### src/rtl/writeback_regfile_pkg.sv
// Shared processor definitions for the writeback stage and register file.
// Latency: n/a (types and constants only).
// Backpressure: n/a.
package writeback_regfile_pkg;

   // Default widths of the writeback datapath
   localparam int WB_DATA_W = 8;
   localparam int WB_ADDR_W = 3;
   localparam int WB_CNT_W  = 16;

   // Freeze state machine encoding
   localparam logic [0:0] ST_RUN    = 1'b0;
   localparam logic [0:0] ST_HALTED = 1'b1;

   // Writeback source mux: memory data for loads, ALU result otherwise
   function automatic logic [WB_DATA_W-1:0] wb_select(
      input logic                 sel_mem,
      input logic [WB_DATA_W-1:0] alu,
      input logic [WB_DATA_W-1:0] mem
   );
      return sel_mem ? mem : alu;
   endfunction

endpackage

### src/rtl/writeback_regfile_sat_counter.sv
// Saturating event counter: counts enable pulses, sticks at all-ones.
// Latency: count visible one cycle after the enable edge.
// Backpressure: none; an increment at saturation is silently dropped.
module sat_counter #(
   parameter int W = 16
) (
   input  logic         i_clk,
   input  logic         i_rst_n,
   input  logic         i_inc,
   output logic [W-1:0] o_cnt
);

   logic [W-1:0] r_cnt;
   logic         w_sat;

   assign w_sat = &r_cnt;

   // Increment on enable unless already saturated
   always_ff @(posedge i_clk or negedge i_rst_n) begin
      if (!i_rst_n) begin
         r_cnt <= '0;
      end else if (i_inc && !w_sat) begin
         r_cnt <= r_cnt + {{(W-1){1'b0}}, 1'b1};
      end
   end

   assign o_cnt = r_cnt;

endmodule

### src/rtl/writeback_regfile.sv
// Writeback mux + flop-based register file with bypassed reads, retire/load stats and a done freeze.
// Latency: reads and wb_data are combinational; writes/counters commit on the next rising edge.
// Backpressure: none; once done is seen, writes and counters are frozen until reset.
module writeback_regfile
   import writeback_regfile_pkg::*;
#(
   parameter int DATA_W = WB_DATA_W,
   parameter int ADDR_W = WB_ADDR_W,
   parameter int CNT_W  = WB_CNT_W
) (
   input  logic              clk_i,
   input  logic              reset_n_i,
   input  logic              regwrite_i,
   input  logic              write_data_control_i,
   input  logic [DATA_W-1:0] alu_result_i,
   input  logic [DATA_W-1:0] q_i,
   input  logic [ADDR_W-1:0] write_addr_i,
   input  logic              memread_i,
   input  logic              done_i,
   input  logic [ADDR_W-1:0] rd_addr_a_i,
   input  logic [ADDR_W-1:0] rd_addr_b_i,
   output logic [DATA_W-1:0] rd_data_a_o,
   output logic [DATA_W-1:0] rd_data_b_o,
   output logic [DATA_W-1:0] wb_data_o,
   output logic              done_o,
   output logic [CNT_W-1:0]  retired_o,
   output logic [CNT_W-1:0]  loads_o
);

   localparam int NREG = 2 ** ADDR_W;

   logic [0:0]        r_state;
   logic [0:0]        w_state_nxt;
   logic [DATA_W-1:0] r_regs [NREG];
   logic [DATA_W-1:0] w_wb_data;
   logic              w_run;
   logic              w_wr_eff;
   logic              w_load_eff;

   // Source select is combinational so the value can also be forwarded upstream
   always_comb begin
      w_wb_data = alu_result_i;
      if (write_data_control_i) begin
         w_wb_data = q_i;
      end
   end

   assign wb_data_o  = w_wb_data;
   assign w_run      = (r_state == ST_RUN);
   assign done_o     = (r_state == ST_HALTED);

   // A write to r0 is dropped, but a load to r0 still counts as a load
   assign w_wr_eff   = regwrite_i && w_run && (write_addr_i != '0);
   assign w_load_eff = regwrite_i && w_run && memread_i;

   // Freeze FSM: leaves RUN on done, returns only through reset
   always_comb begin
      w_state_nxt = r_state;
      if (r_state == ST_RUN && done_i) begin
         w_state_nxt = ST_HALTED;
      end
   end

   // State register; the done edge itself still commits any write in flight
   always_ff @(posedge clk_i or negedge reset_n_i) begin
      if (!reset_n_i) begin
         r_state <= ST_RUN;
      end else begin
         r_state <= w_state_nxt;
      end
   end

   // Register storage in flops so the whole file clears on asynchronous reset
   always_ff @(posedge clk_i or negedge reset_n_i) begin
      if (!reset_n_i) begin
         for (int i = 0; i < NREG; i++) begin
            r_regs[i] <= '0;
         end
      end else if (w_wr_eff) begin
         r_regs[write_addr_i] <= w_wb_data;
      end
   end

   // Port A read with write-through bypass; r0 is hard-wired to zero
   always_comb begin
      rd_data_a_o = r_regs[rd_addr_a_i];
      if (rd_addr_a_i == '0) begin
         rd_data_a_o = '0;
      end else if (w_wr_eff && (rd_addr_a_i == write_addr_i)) begin
         rd_data_a_o = w_wb_data;
      end
   end

   // Port B read, identical to and independent of port A
   always_comb begin
      rd_data_b_o = r_regs[rd_addr_b_i];
      if (rd_addr_b_i == '0) begin
         rd_data_b_o = '0;
      end else if (w_wr_eff && (rd_addr_b_i == write_addr_i)) begin
         rd_data_b_o = w_wb_data;
      end
   end

   sat_counter #(.W(CNT_W)) u_retired_cnt (
      .i_clk   (clk_i),
      .i_rst_n (reset_n_i),
      .i_inc   (w_wr_eff),
      .o_cnt   (retired_o)
   );

   sat_counter #(.W(CNT_W)) u_loads_cnt (
      .i_clk   (clk_i),
      .i_rst_n (reset_n_i),
      .i_inc   (w_load_eff),
      .o_cnt   (loads_o)
   );

endmodule

### config.mk
export PLATFORM = sky130hd
export DESIGN_NAME = writeback_regfile
export DESIGN_NICKNAME = d
export VERILOG_FILES = /design/src/rtl/writeback_regfile_pkg.sv /design/src/rtl/writeback_regfile_sat_counter.sv /design/src/rtl/writeback_regfile.sv
export SDC_FILE = /design/constraint.sdc
export NUM_CORES = 1
export LEC_CHECK = 0
export CAP_MARGIN = 20
export CORE_MARGIN = 2
export CORE_UTILIZATION = 54
export CTS_CLUSTER_DIAMETER = 120
export DETAILED_ROUTE_END_ITERATION = 8
export PLACE_DENSITY = 0.83
export SKIP_LAST_GASP = 1
export SLEW_MARGIN = 10
export SYNTH_ARGS = -nofsm -noshare
export SYNTH_HDL_FRONTEND = slang
export SYNTH_HIERARCHICAL = 1
export SYNTH_SLANG_ARGS = --single-unit
### constraint.sdc
create_clock -name clk_i -period 2.7 [get_ports clk_i]
set_input_delay 0.54 -clock clk_i [delete_from_list [all_inputs] [get_ports clk_i]]
set_output_delay 0.54 -clock clk_i [all_outputs]
set_load 0.05 [all_outputs]
Word level (Yosys, flattened, before mapping). Cells that the tools add are included.

Bits in registers: 97. Input bits: 31. Logic and storage cells: 53.

Mux-type cells: 14. Magnitude comparators: 4. Bitwise logic cells: 4. $add $sub $neg: 2. Reduce and logical (&&, ||, !) cells: 16. Eq/ne operators: 2.

Operator list (count): 8-bit 2-to-1 mux (10); 64-bit bitwise mux (1); 8-bit binary-select mux with 3-bit select (2); 16-bit by 1-bit adder with 16-bit output, second input constant (2); 16-bit AND reduction (2); 8-bit demux with 3-bit select (1); 4-bit greater-or-equal comparator, second input constant (3); 3-bit inverter with 4-bit output (3); 1-bit logical AND (9); 3-bit equality test (2); 3-bit zero test (2); 4-bit by 1-bit < comparator with 1-bit output, second input constant (1); 3-bit nonzero test (1); 1-bit zero test (2); 1-bit inverter (1).

Depth between registers and ports, before layout.
Depth after elaboration: 6. Gate-level depth with buffers: 8. Mapped depth without buffers: 6.

By module. The synthesis kept the hierarchy.

Modules (own cells, without submodules): writeback_regfile (area an instance 3822.4 sq um, cells an instance 337, instances 1); sat_counter (area an instance 840.8 sq um, cells an instance 75, instances 2).

Worst setup path before layout. No wires, ideal clock.

Kind: register to output. Start point: register r_state, in the netlist done_o. End point: output port rd_data_a_o[0]. Data arrival time: 2.713 ns. Path slack: -0.553 ns. Path buffers: 2. Stages on the path, launching flop included: 7. Cells stage by stage: dfrtp_1 > nor2b_1 > o31a_2 > buf_2 > buf_2 > a21oi_1 > a211oi_1.

Word-level cells in the longest chain between the ends: 6.

RTL lines: from (decl) (line writeback_regfile.sv:32) `logic [0:0] r_state;`; from (signal assigned) (line writeback_regfile.sv:69) `r_state <= w_state_nxt;`; 1-bit inverter (line writeback_regfile.sv:49) `assign w_run = (r_state == ST_RUN);`; 1-bit logical AND (2 in series) (line writeback_regfile.sv:53) `assign w_wr_eff = regwrite_i && w_run && (write_addr_i != '0);`; named net w_wr_eff (line writeback_regfile.sv:37) `logic w_wr_eff;`; 1-bit logical AND (line writeback_regfile.sv:89) `end else if (w_wr_eff && (rd_addr_a_i == write_addr_i)) begin`; 8-bit 2-to-1 mux (line writeback_regfile.sv:89); 8-bit 2-to-1 mux (line writeback_regfile.sv:87) `if (rd_addr_a_i == '0) begin`; to (decl) (line writeback_regfile.sv:22) `output logic [DATA_W-1:0] rd_data_a_o,`.

The timed path passes the listed nets, and every way through them passes these cells.

Worst setup path after layout.
Start point: input port rd_addr_a_i[2]. End point: output port rd_data_a_o[2].

Word-level cells in the longest chain between the ends: 6. Elaborated cells on any way between the ends: 9. Those cells by class: eq/ne: 1; mux: 5; bitwise: 1; reduce/logical: 2.

RTL lines: from (decl) (line writeback_regfile.sv:20) `input logic [ADDR_W-1:0] rd_addr_a_i,`; 3-bit inverter with 4-bit output (not written as such) (line writeback_regfile.sv:86) `rd_data_a_o = r_regs[rd_addr_a_i];`; 8-bit binary-select mux with 3-bit select (line writeback_regfile.sv:86); 8-bit 2-to-1 mux (not written as such) (2 in series) (line writeback_regfile.sv:86); 8-bit 2-to-1 mux (line writeback_regfile.sv:89); 8-bit 2-to-1 mux * (line writeback_regfile.sv:87).

Mark *: on every way between the ends. The rest lies on a longest branch, timed or not. The select of a mux whose other input is x is not followed.

==> flow_summary.yaml <==
global_route:
  grt_use_total: 0.275
  grt_antenna_before_repair: 0
  grt_pass1_vias: 4540
  grt_pass1_wl_um: 23600
  overflow: 0
  grt_max_degree: 56
critical_path:
  cp_max_fo: 9
  critPathRequiredTime_ns: 2.16
  rrSetupSlack_ns: 0.63
  max_stage_delay_ns: 0.32
  cp_top_family: "buffers and inverters"
  path_buf_inv: 3
  path_cells: "clkdlybuf4s15_1, bufbuf_16, mux4_2, mux2_2, a21oi_1, a211oi_2, buf_4"
  crit_path_end_kind: "output pin"
  startpoint_type: "input port"
  cp.arrival_ns: 2.13
  crit_slowest_cell: "bufbuf_16"
  path_class: "input port to output pin"
power:
  p_switching_mw: 0.933
  p_int_mw: 2.30
  clkPwrFrac: 0.323
  ir_drop_v: 0.000301
  switching_share: 0.288
  seqPwrFrac: 0.479
  leakagePower_nw: 3.26
  powerDensity_mw_per_mm2: 444
  power_mw: 3.24
  power_frac_comb: 0.198
clock_tree:
  cts-root-buf: "clkbuf_8"
  hold_buffers: 0
  numClockSinks: 97
  clk_latency_ns: 0.37
  cts_buffers: 9
  htreeDepth: 3
  cts_buffer_depth: 2
  cts_tree: "done"
  clk_pin_slew_ns: 0.09
placement:
  dp_cells: 708
  gp_congestion: 0.854
  hpwl_um: 9550
  port-buffer-count: 87
logic_synthesis:
  synthSimpleGateAreaFrac: 0.157
  synth_ff_type: "dfrtp_1"
  netlist_area_mm2: 0.00550
  synth-adder-area-share: 0.00455
  ys_warn_count: 6
  synthMuxAreaShare: 0.195
  synthDistinctLibCells: 45
  synth.top_cell.area_share: 0.441
  synthTopCellsByArea: "dfrtp_1, mux4_2, mux2_2"
  synth_edf_count: 0
  synth_top_family_by_area: "multiplexers"
  async_flop_share: 1.00
  synth_cells: 487
  yosysTopAreaCell: "dfrtp_1"
  synth-compound-area-share: 0.108
  syn-num-nets: 520
  syn_avg_cell_area_um2: 11.3
  synth_xor_area_frac: 0.0446
  ys_seq_area_frac: 0.441
  ys_ff_latch: 97
floorplan:
  rows: 36
  fp.dieW_um: 105
  num_io_pins: 88
  start_util: 0.561
  core-area_mm2: 0.00982
  die_h_um: 105
  dieArea_mm2: 0.0110
sta:
  period_share: 0.990
  hold_violations: 0
  finalSetupViolCount: 0
  drv_slew: 0
  clock.fmax_mhz: 374
  fin_skew_ns: 0.0101
  worstMarginPinSlew_ns: 0.585
  maxSlewHeadroom: 0.610
  period_needed_ns: 2.67
  rsz0062_at_grt: "no"
finish:
  fin_cells: 733
  drive_gt1_frac: 0.365
  diodes: 0
  fin_util: 0.742
  nets: 628
  layout-area-overhead-vs-synth_pct: 32.4
drt:
  drt-initial-drc-count: 281
  detail-route-antenna-nets: 0
  drt-total-wl_um: 14700
  via_per_inst: 5.96
  vias: 4369
  drc_errors: 0
  dr.pass1.iters: 5
  wl_per_cell_um: 20.0
min_path:
  hold_path_class: "input port to async pin"
run:
  cap_violations: 0
run_status:
  status: "finished, final reports clean"
## timing repair
| action | in CTS | in global routing |
|---|---|---|
| resized for setup | 54 | 9 |
| cloned | 3 | 0 |
| endpoints found under the setup margin | 16 | 19 |
| pin swaps | 5 | 1 |
| setup buffers | 7 | 0 |
## final cells by class
type / count / area (um2)
Timing Repair Buffer: 137 / 1400
Multi-Input combinational cell: 340 / 3030
Clock inverter: 7 / 93.8
Inverter: 10 / 37.5
Clock buffer: 9 / 124
Fill cell: 652 / 2530
Sequential cell: 97 / 2430
Tap cell: 133 / 166
## power by group through the flow
stage	clock network, mW	logic (mW)	registers [mW]
final	1.05	0.641	1.55
after global routing	1.12	0.678	1.55
after CTS	1.06	0.632	1.55
after detailed placement	0	0.584	1.58
after global placement	0	0.569	1.57
after floorplan	0	0.339	1.59
## final timing paths
check | startpoint | end | depth (start not counted)
min reg2reg | r_regs[63]$_DFFE_PN0P_ | r_regs[63]$_DFFE_PN0P_ | 0
max in group asynchronous | reset_n_i | r_regs[10]$_DFFE_PN0P_ | 2
max | rd_addr_a_i[2] | rd_data_a_o[2] | 7
max reg2reg | done_o$_DFFE_PN0P_ | u_retired_cnt/o_cnt[5]$_DFFE_PN0P_ | 8
min in group clk_i | r_regs[63]$_DFFE_PN0P_ | r_regs[63]$_DFFE_PN0P_ | 0
min | reset_n_i | r_regs[9]$_DFFE_PN0P_ | 1
## synth_stat cells, types with 2 or more instances
master and instances:
a211oi_1 16, a21oi_1 50, and2_0 2, and3_2 2, and4_1 4, and4b_1 2
buf_2 17, buf_4 2, buf_6 5, clkbuf_1 14, dfrtp_1 97, ha_1 2
inv_1 10, mux2_2 24, mux2i_1 8, mux4_2 32, nand2_1 31, nand2_2 2
nand2b_1 4, nand3_1 13, nand4_1 6, nand4_2 4, nand4_4 2, nor2_1 46
nor3_1 12, nor3_2 2, nor3b_1 2, nor4_2 4, nor4_4 2, o211ai_1 2
o21ai_0 12, o21ai_2 15, or2_0 2, or3b_1 2, xnor2_1 6, xor2_1 22
## per-layer routing
| layer | GRT usage | routed length (um) | part of all wire | vias to the layer above |
|---|---|---|---|---|
| li1 | - | - | - | 1977 |
| met1 | 0.367 | 6040 | 0.41 | 2192 |
| met2 | 0.453 | 7500 | 0.51 | 179 |
| met3 | 0.0518 | 907 | 0.062 | 21 |
| met4 | 0.0990 | 229 | 0.016 | 0 |
| met5 | 0 | 0 | 0 | - |
## cell families after synthesis
| logic type | after synthesis |
|---|---|
| compound gates | 97 |
| fa+ha+maj | 2 |
| flops | 97 |
| mux | 64 |
| simple gates | 149 |
| xor+xnor | 28 |
| buf+inv | 50 |
## through the flow
| step | worst slack (ns) | hold slack [ns] | instance area, um2 | setup TNS (ns) |
|---|---|---|---|---|
| global route | 0.00256 | 0.190 | 7290 | 0 |
| detailed placement | -0.403 | 0.385 | 6770 | -5.79 |
| CTS | 0.0154 | 0.171 | 7260 | 0 |
| finish | 0.0261 | 0.167 | 7290 | 0 |
| floorplan | -0.148 | 0.244 | 5660 | -1.04 |
| global placement | -0.377 | 0.377 | 6770 | -5.29 |
## flip-flops by register name, summed over array words and instances, names as in the netlist
| signal | flops |
|---|---|
| u_retired_cnt/o_cnt | 16 |
| u_loads_cnt/o_cnt | 16 |
| r_regs | 64 |
| done_o | 1 |
## cells in the final DEF (no fill, tap or decap), drive strengths merged, types with 6 or more instances in the layout
cell and n:
mux2i 8, clkbuf 9, xnor2 6, mux4 32, a211oi 16, buf 76, nor4 6, xor2 22
o21ai 28, nand4 12, nand3 13, nor3 14, inv 11, dfrtp 97, nor2 46, a21oi 50
mux2 24, nand2 33, clkdlybuf4s50 52
## worst register-to-register path, stage by stage, from the launching register on
cell and delay (ns):
dfrtp_1 0.42, nor2b_2 0.16, o31a_4 0.21, buf_6 0.16, buf_4 0.15, and3_2 0.17
nand3_1 0.22, nor3b_1 0.33, xor2_1 0.18
(Power assumes the default switching activity.)
